## config.mk

```make
export PLATFORM = sky130hd
export DESIGN_NAME = irq_encoder
export DESIGN_NICKNAME = d
export VERILOG_FILES = /design/src/rtl/irq_pkg.sv /design/src/rtl/irq_encoder_prio.sv /design/src/rtl/irq_encoder.sv
export SDC_FILE = /design/constraint.sdc
export NUM_CORES = 1
export LEC_CHECK = 0
export ABC_AREA = 1
export BUFFER_PORTS_ARGS = -buffer_cell sky130_fd_sc_hd__buf_2
export CELL_PAD_IN_SITES_DETAIL_PLACEMENT = 1
export CELL_PAD_IN_SITES_GLOBAL_PLACEMENT = 1
export CORE_AREA = 2 2 59 61
export CTS_CLUSTER_SIZE = 40
export DETAILED_ROUTE_END_ITERATION = 8
export DIE_AREA = 0 0 61 63
export GPL_TIMING_DRIVEN = 0
export PLACE_DENSITY = 0.76
export SLEW_MARGIN = 20
export SYNTH_ARGS = -nofsm -noshare
export SYNTH_HDL_FRONTEND = slang
export SYNTH_SLANG_ARGS = --single-unit
```

## constraint.sdc

```tcl
create_clock -name clk -period 1.2 [get_ports clk]
set_input_delay 0.12 -clock clk [delete_from_list [all_inputs] [get_ports clk]]
set_output_delay 0.12 -clock clk [all_outputs]
set_load 0.005 [all_outputs]
```

## src/rtl/irq_pkg.sv

```systemverilog
`default_nettype none
// ============================================================================
// Module      : irq_pkg
// Description : Shared types and default sizing for the interrupt encoder.
// Revision    : 1.0 - initial release
// ============================================================================
package irq_pkg;

    localparam int N_DEF = 8;
    localparam int W_DEF = 3;

    typedef enum logic [0:0] {
        IDLE  = 1'b0,
        GRANT = 1'b1
    } state_t;

endpackage
`default_nettype wire

```

## src/rtl/irq_encoder_prio.sv

```systemverilog
`default_nettype none
// ============================================================================
// Module      : prio_encoder
// Description : Combinational index of the highest set bit plus an any-set flag.
// Revision    : 1.0 - initial release
// ============================================================================
module prio_encoder
    import irq_pkg::*;
#(
    parameter int N = N_DEF,
    parameter int W = W_DEF
) (
    input  logic [N-1:0] in,
    output logic [W-1:0] idx,
    output logic         any
);

    // Ascending scan: the last hit, i.e. the highest index, wins.
    always_comb begin
        idx = '0;
        for (int i = 0; i < N; i++) begin
            if (in[i]) begin
                idx = W'(i);
            end
        end
    end

    assign any = |in;

endmodule
`default_nettype wire

```

## src/rtl/irq_encoder.sv

```systemverilog
`default_nettype none
// ============================================================================
// Module      : irq_encoder
// Description : Edge-captured sticky pending register feeding a registered
//               priority encoder held under a valid/ack handshake.
// Revision    : 1.0 - initial release
// ============================================================================
module irq_encoder
    import irq_pkg::*;
#(
    parameter int N = N_DEF,
    parameter int W = W_DEF
) (
    input  logic         clk,
    input  logic         reset,
    input  logic [N-1:0] REQ_N,
    input  logic         EN_N,
    input  logic         ACK,
    output logic         VALID,
    output logic [W-1:0] CODE,
    output logic         GS_N,
    output logic [N-1:0] PEND
);

    state_t         r_state;
    state_t         w_state_next;
    logic [N-1:0]   r_req_prev;
    logic [N-1:0]   r_pend;
    logic           r_valid;
    logic [W-1:0]   r_code;
    logic           r_gs_n;

    logic [N-1:0]   w_set;
    logic [N-1:0]   w_clr;
    logic [N-1:0]   w_pend_next;
    logic           w_valid_next;
    logic [W-1:0]   w_code_next;
    logic [W-1:0]   w_idx;
    logic           w_any;

    prio_encoder #(
        .N (N),
        .W (W)
    ) u_prio (
        .in  (r_pend),
        .idx (w_idx),
        .any (w_any)
    );

    // Falling edge on a request line; set is applied after clear so a
    // coincident re-request on the retired source survives.
    assign w_set       = r_req_prev & ~REQ_N;
    assign w_pend_next = (r_pend & ~w_clr) | w_set;

    always_comb begin
        w_state_next = r_state;
        w_valid_next = r_valid;
        w_code_next  = r_code;
        w_clr        = '0;
        case (r_state)
            IDLE: begin
                if (!EN_N && w_any) begin
                    w_state_next = GRANT;
                    w_valid_next = 1'b1;
                    w_code_next  = w_idx;
                end
            end
            GRANT: begin
                if (ACK) begin
                    w_clr[r_code] = 1'b1;
                    w_valid_next  = 1'b0;
                    w_state_next  = IDLE;
                end
            end
            default: begin
                w_state_next = IDLE;
                w_valid_next = 1'b0;
            end
        endcase
    end

    always_ff @(posedge clk) begin
        if (reset) begin
            r_state    <= IDLE;
            r_req_prev <= '1;
            r_pend     <= '0;
            r_valid    <= 1'b0;
            r_code     <= '0;
            r_gs_n     <= 1'b1;
        end else begin
            r_state    <= w_state_next;
            r_req_prev <= REQ_N;
            r_pend     <= w_pend_next;
            r_valid    <= w_valid_next;
            r_code     <= w_code_next;
            r_gs_n     <= ~|w_pend_next;
        end
    end

    assign VALID = r_valid;
    assign CODE  = r_code;
    assign GS_N  = r_gs_n;
    assign PEND  = r_pend;

endmodule
`default_nettype wire
```

# Yosys cells after proc, flatten, opt, wreduce, memory -nomap -nowiden
# Cells that the tools add are included.
# op_classes
order_cmp,2
eq_ne,2
mux,17
bitwise,6
reduce_logical,8
# ops
operator,count
$and 8x8->8,2
$mux 8,2
$not 8->8,2
$reduce_or 8->1,2
$mux 3,4
$or 8x8->8,1
$mux 1,6
$lt 3x4->1 const B,1
$mux 2,2
$ne 2x2->1 const B,2
$pmux 1 s2,2
$reduce_and 2->1,2
$demux 1 s3,1
$ge 3x1->1 const B,1
$logic_and 1x1->1,2
$logic_not 1->1,2
$not 1->1,1
# word_totals
ff_bits,22
input_bits,12
wordCells,41

# Depth between registers and ports, before layout
# logic_depth
word_depth,11
ltp_mapped,9

# By module
# A second synthesis with hierarchy kept.
# unflattened
cells_unflattened,129
area_unflattened_um2,933.4
# by_module_without_submodules
module,instances,cells_per_inst,area_each_um2,seq_area_each_um2
irq_encoder,1,109,855.8,440.4
prio_encoder,1,20,77.6,0.0

# Least setup slack after synthesis
# Ideal clock, no wire load.
# synth_timing
path_kind,register to register
from,register r_code[0] (netlist: CODE[0])
to,register r_gs_n (netlist: GS_N)
setup_ns,0.061
arrival_ns,1.020
required_time_ns,1.139
path_slack_ns,0.118
stages_incl_launch_ff,9
n_path_buf,0
cell_sequence,dfxtp_1 -> inv_2 -> nor2_2 -> nand2_1 -> a21boi_2 -> nand2_1 -> nor2_1 -> nand2_1 -> nand2_1
# synth_between
elab_chain_cells,11
word_cells_on_any_way,12
cone_classes,order compare: 2; mux: 4; bitwise: 3; reduce/logical: 3
# synth_lines
element,line_no,text
start: declaration,irq_encoder.sv:30,logic [W-1:0] r_code;
start signal: assignment,irq_encoder.sv:95,r_code <= w_code_next;
$lt 3x4->1 (implied by the code) / $ge 3x1->1 (equally long branches),irq_encoder.sv:70,w_clr[r_code] = 1'b1;
$logic_and 1x1->1 (implied by the code),irq_encoder.sv:70,
$mux 1 (implied by the code),irq_encoder.sv:70,
$demux 1 s3 (*),irq_encoder.sv:70,
$mux 8 (*),irq_encoder.sv:69,if (ACK) begin
$mux 8 (*),irq_encoder.sv:60,case (r_state)
$not 8->8 (*),irq_encoder.sv:53,assign w_pend_next = (r_pend & ~w_clr) | w_set;
$and 8x8->8 (*),irq_encoder.sv:53,
$or 8x8->8 (*),irq_encoder.sv:53,
$reduce_or 8->1 (*),irq_encoder.sv:96,r_gs_n <= ~|w_pend_next;
$logic_not 1->1 (*),irq_encoder.sv:96,
end signal: assignment,irq_encoder.sv:96,
end: declaration,irq_encoder.sv:31,logic r_gs_n;
# Every way passes the cells marked *; elsewhere a longest branch is shown, timed or not.
# A chain may end at the register's enable or synchronous reset.

# Worst setup path after layout
# layout_timing
from,register r_state
to,register r_gs_n (netlist: GS_N)
# layout_between
elab_chain_cells,6
# layout_lines
element,line_no,text
start: declaration,irq_encoder.sv:25,state_t r_state;
start signal: assignment,irq_encoder.sv:91,r_state <= w_state_next;
$mux 8,irq_encoder.sv:60,
$not 8->8,irq_encoder.sv:53,
$and 8x8->8,irq_encoder.sv:53,
$or 8x8->8,irq_encoder.sv:53,
$reduce_or 8->1,irq_encoder.sv:96,
$logic_not 1->1,irq_encoder.sv:96,
# No other way between the ends.

==> summary.md <==
| Metric | Value |
|---|---|
| Internal | 1.29 mW |
| Nets@finish | 187 |
| Final hold vios | 0 |
| Slew Viols, Final | 0 |
| Endpoint, Worst Hold | CODE[1] |
| Gpl congestion | 0.780 |
| Post-synth top area share | 0.469 |
| Synthesized Nets | 142 |
| Largest net degree at the start of global routing | 14 |
| Latest clock arrival within the worst-skew pair | 0.31 ns |
| Register area share after synthesis | 0.469 |
| Ys Warns | 0 |
| Hold path cells | 4 |
| Most common cell in the netlist | nand2_1 |
| Largest family of logic cells by synthesized area | simple AND/OR/NAND/NOR gates |
| Share of post-route cells with drive strength above 1 | 0.391 |
| Finish-stage setup viols | 0 |
| Antenna violations before repair | 0 |
| Dpl cells | 200 |
| Syn Area/Cell | 7.22 um^2 |
| Actual slew at the worst max-slew pin | 0.487 ns |
| Core Region | 3230 um^2 |
| R2r worst-path depth | 8 |
| Clock network fraction of total power | 0.330 |
| R2r endpoint | GS_N |
| Post-synthesis cell count | 130 |
| Power per cell area | 1280 nW/um^2 |
| Synth async-reset ratio | 0 |
| Vias in the first global route | 1018 |
| Final Instance Area | 1380 um^2 |
| Reg-to-reg slack, setup | 0.001 ns |
| Area leader, netlist | dfxtp_1 |
| Die X | 61 um |
| RSZ-0062 raised after global routing | true |
| Type of origin of the critical path | register |
| Top_reg_cell synth | dfxtp_1 |
| Post-Syn Area | 938 um^2 |
| Sw Pwr | 471 uW |
| CTS Buffer Depth | 2 |
| Fraction of synthesized area in multiplexers | 0 |
| HP Class | primary input to register |
| Tmin final | 1.20 ns |
| Peak supply drop | 0.583 mV |
| Fmax achieved | 834 MHz |
| IO buf count | 24 |
| Post-route DRC | 0 |
| Worst-path clk slew | 0.13 ns |
| Setup tns final | 0 ns |
| Top post-synthesis cells by area | dfxtp_1, nand2_1, nor2_1, inv_1, a21boi_2 |
| Die Y | 63 um |
| DR iter-0 viols | 13 |
| Status | finished, final reports clean |
| Vias per inst | 4.38 |
| Post-layout util | 0.427 |
| #FFs+latches synth | 22 |
| Hpwl dp | 1870 um |
| Die area | 3840 um^2 |
| Sw Ratio | 0.267 |
| Overflow after GRT | 0 |
| EDFF count, synth | 0 |
| Clk sink count | 22 |
| Number of iterations in the first detailed-routing pass | 3 |
| Global-route wire length before repair | 4340 um |
| Final Non-Filler Cells | 220 |
| Synth Area in Adders | 0 |
| DRT antenna net count | 0 |
| Simple-gate share of the synthesized area | 0.336 |
| Hold wc startpoint | reset |
| Initial Util | 0.290 |
| Xor/xnor share of the synthesized area | 0 |
| Max Cap Viol | 0 |
| Arr. time, crit path | 1.47 ns |
| Row count | 21 |
| Placement Cell Area | 1120 um^2 |
| Reg power frac | 0.479 |
| Fillers | 421 |
| P&R area growth vs syn | 47.2% |
| Final wirelength | 2630 um |
| Worst slew margin | 0.675 |
| Leak | 0.696 nW |
| Root buffer cell | clkbuf_4 |
| FF-to-FF Start | r_state |
| Clock buffer count from CTS | 3 |
| CTS tree | done |
| Avg WL per Cell | 12.0 um |
| Logic gate share of total power | 0.191 |
| # IOs | 25 |
| GRT Overall Usage | 0.148 |
| N_diodes | 0 |
| Synth Area in Compound Gates | 0.107 |
| Max FO, Critical Path | 4 |
| Most frequent cells after synthesis | nand2_1, dfxtp_1, nor2_1, inv_1, a21boi_2 |
| Setup crit end kind | register |
| Worst Skew | 0.00591 ns |
| Worst Path Required | 1.47 ns |
| H-tree depth | 1 |
| CP Class | register to register |
| Fin crit share | 0.999 |
| Post-synth cell types | 20 |
| Total number of vias | 964 |
## how the worst max path moves through the flow
stage                       start   end  cells after the start
after CTS                 r_state  GS_N                      8
after detailed placement  r_state  GS_N                      8
final                     r_state  GS_N                      8
after global routing      r_state  GS_N                      8
after global placement    CODE[0]  GS_N                      8
after floorplan           CODE[0]  GS_N                      8
## metrics by stage
step	power, mW	setup WS [ns]	hold WS [ns]
4_1_cts	1.74	-0.0303	0.00736
6_report	1.76	0.00103	0.0627
5_1_grt	1.86	-0.0839	0.0965
3_3_place_gp	1.09	-0.0241	0.304
2_1_floorplan	1.00	0.118	0.217
3_5_place_dp	1.11	-0.116	0.313
## power by group through the flow
stage / combinational (mW) / sequential, mW / clock, mW
global route: 0.379 / 0.852 / 0.624
CTS: 0.307 / 0.840 / 0.597
global placement: 0.243 / 0.850 / 0
detailed placement: 0.258 / 0.852 / 0
finish: 0.337 / 0.844 / 0.582
floorplan: 0.156 / 0.846 / 0
## cell type report
class                   instances  area (um^2)  area share
well taps                      46         57.6      0.0417
inverters                      20         75.1      0.0543
plain buffers                   2         7.51     0.00543
clock inverters                 1         30.0      0.0217
multi-input cells              86          472       0.341
clock buffers                   3         22.5      0.0163
flip-flops and latches         22          450       0.326
repair buffers                 40          267       0.193
## cells by family after synthesis
group,Yosys count
simple gates,74
flops,22
buf+inv,22
compound gates,12
## flip-flops by register name, indices dropped and copies added (netlist names)
name        cells
PEND            8
GS_N            1
VALID           1
r_req_prev      8
r_state         1
CODE            3
## worst max-delay path, cell delays in order (launching register included)
cell and delay (ns):
dfxtp_4 0.39, nand2_4 0.07, nor2_4 0.16, nand2_1 0.10, a21boi_2 0.15, nand2_1 0.07
nor2_1 0.11, nand2_1 0.06, nand2_1 0.05
## cell usage in the layout, fill, tap and decap left out, drive strengths merged
cell	n
buf	31
nand2	41
dlygate4sd3	9
nand3	4
nor3	2
a21boi	7
clkbuf	5
or2	2
a21oi	3
a31oi	1
nand4	1
o21bai	1
nor2	24
bufinv	1
dfxtp	22
inv	20
## what timing repair did
| action | in CTS | in global routing |
|---|---|---|
| endpoints found under the setup margin | 1 | 8 |
| endpoints found under the hold margin | 8 | 1 |
| buffers inserted | 4 | 3 |
| gates cloned | 0 | 0 |
| hold buffers | 8 | 1 |
| pin swaps | 7 | 14 |
| resized for setup | 12 | 12 |
## routing by layer
layer,part of all wire,global-route usage
met1,0.42,0.175
met3,0.046,0.0290
met2,0.52,0.261
met5,0,0
met4,0.014,0.0462
No activity file was read; power rests on OpenSTA's default activity.
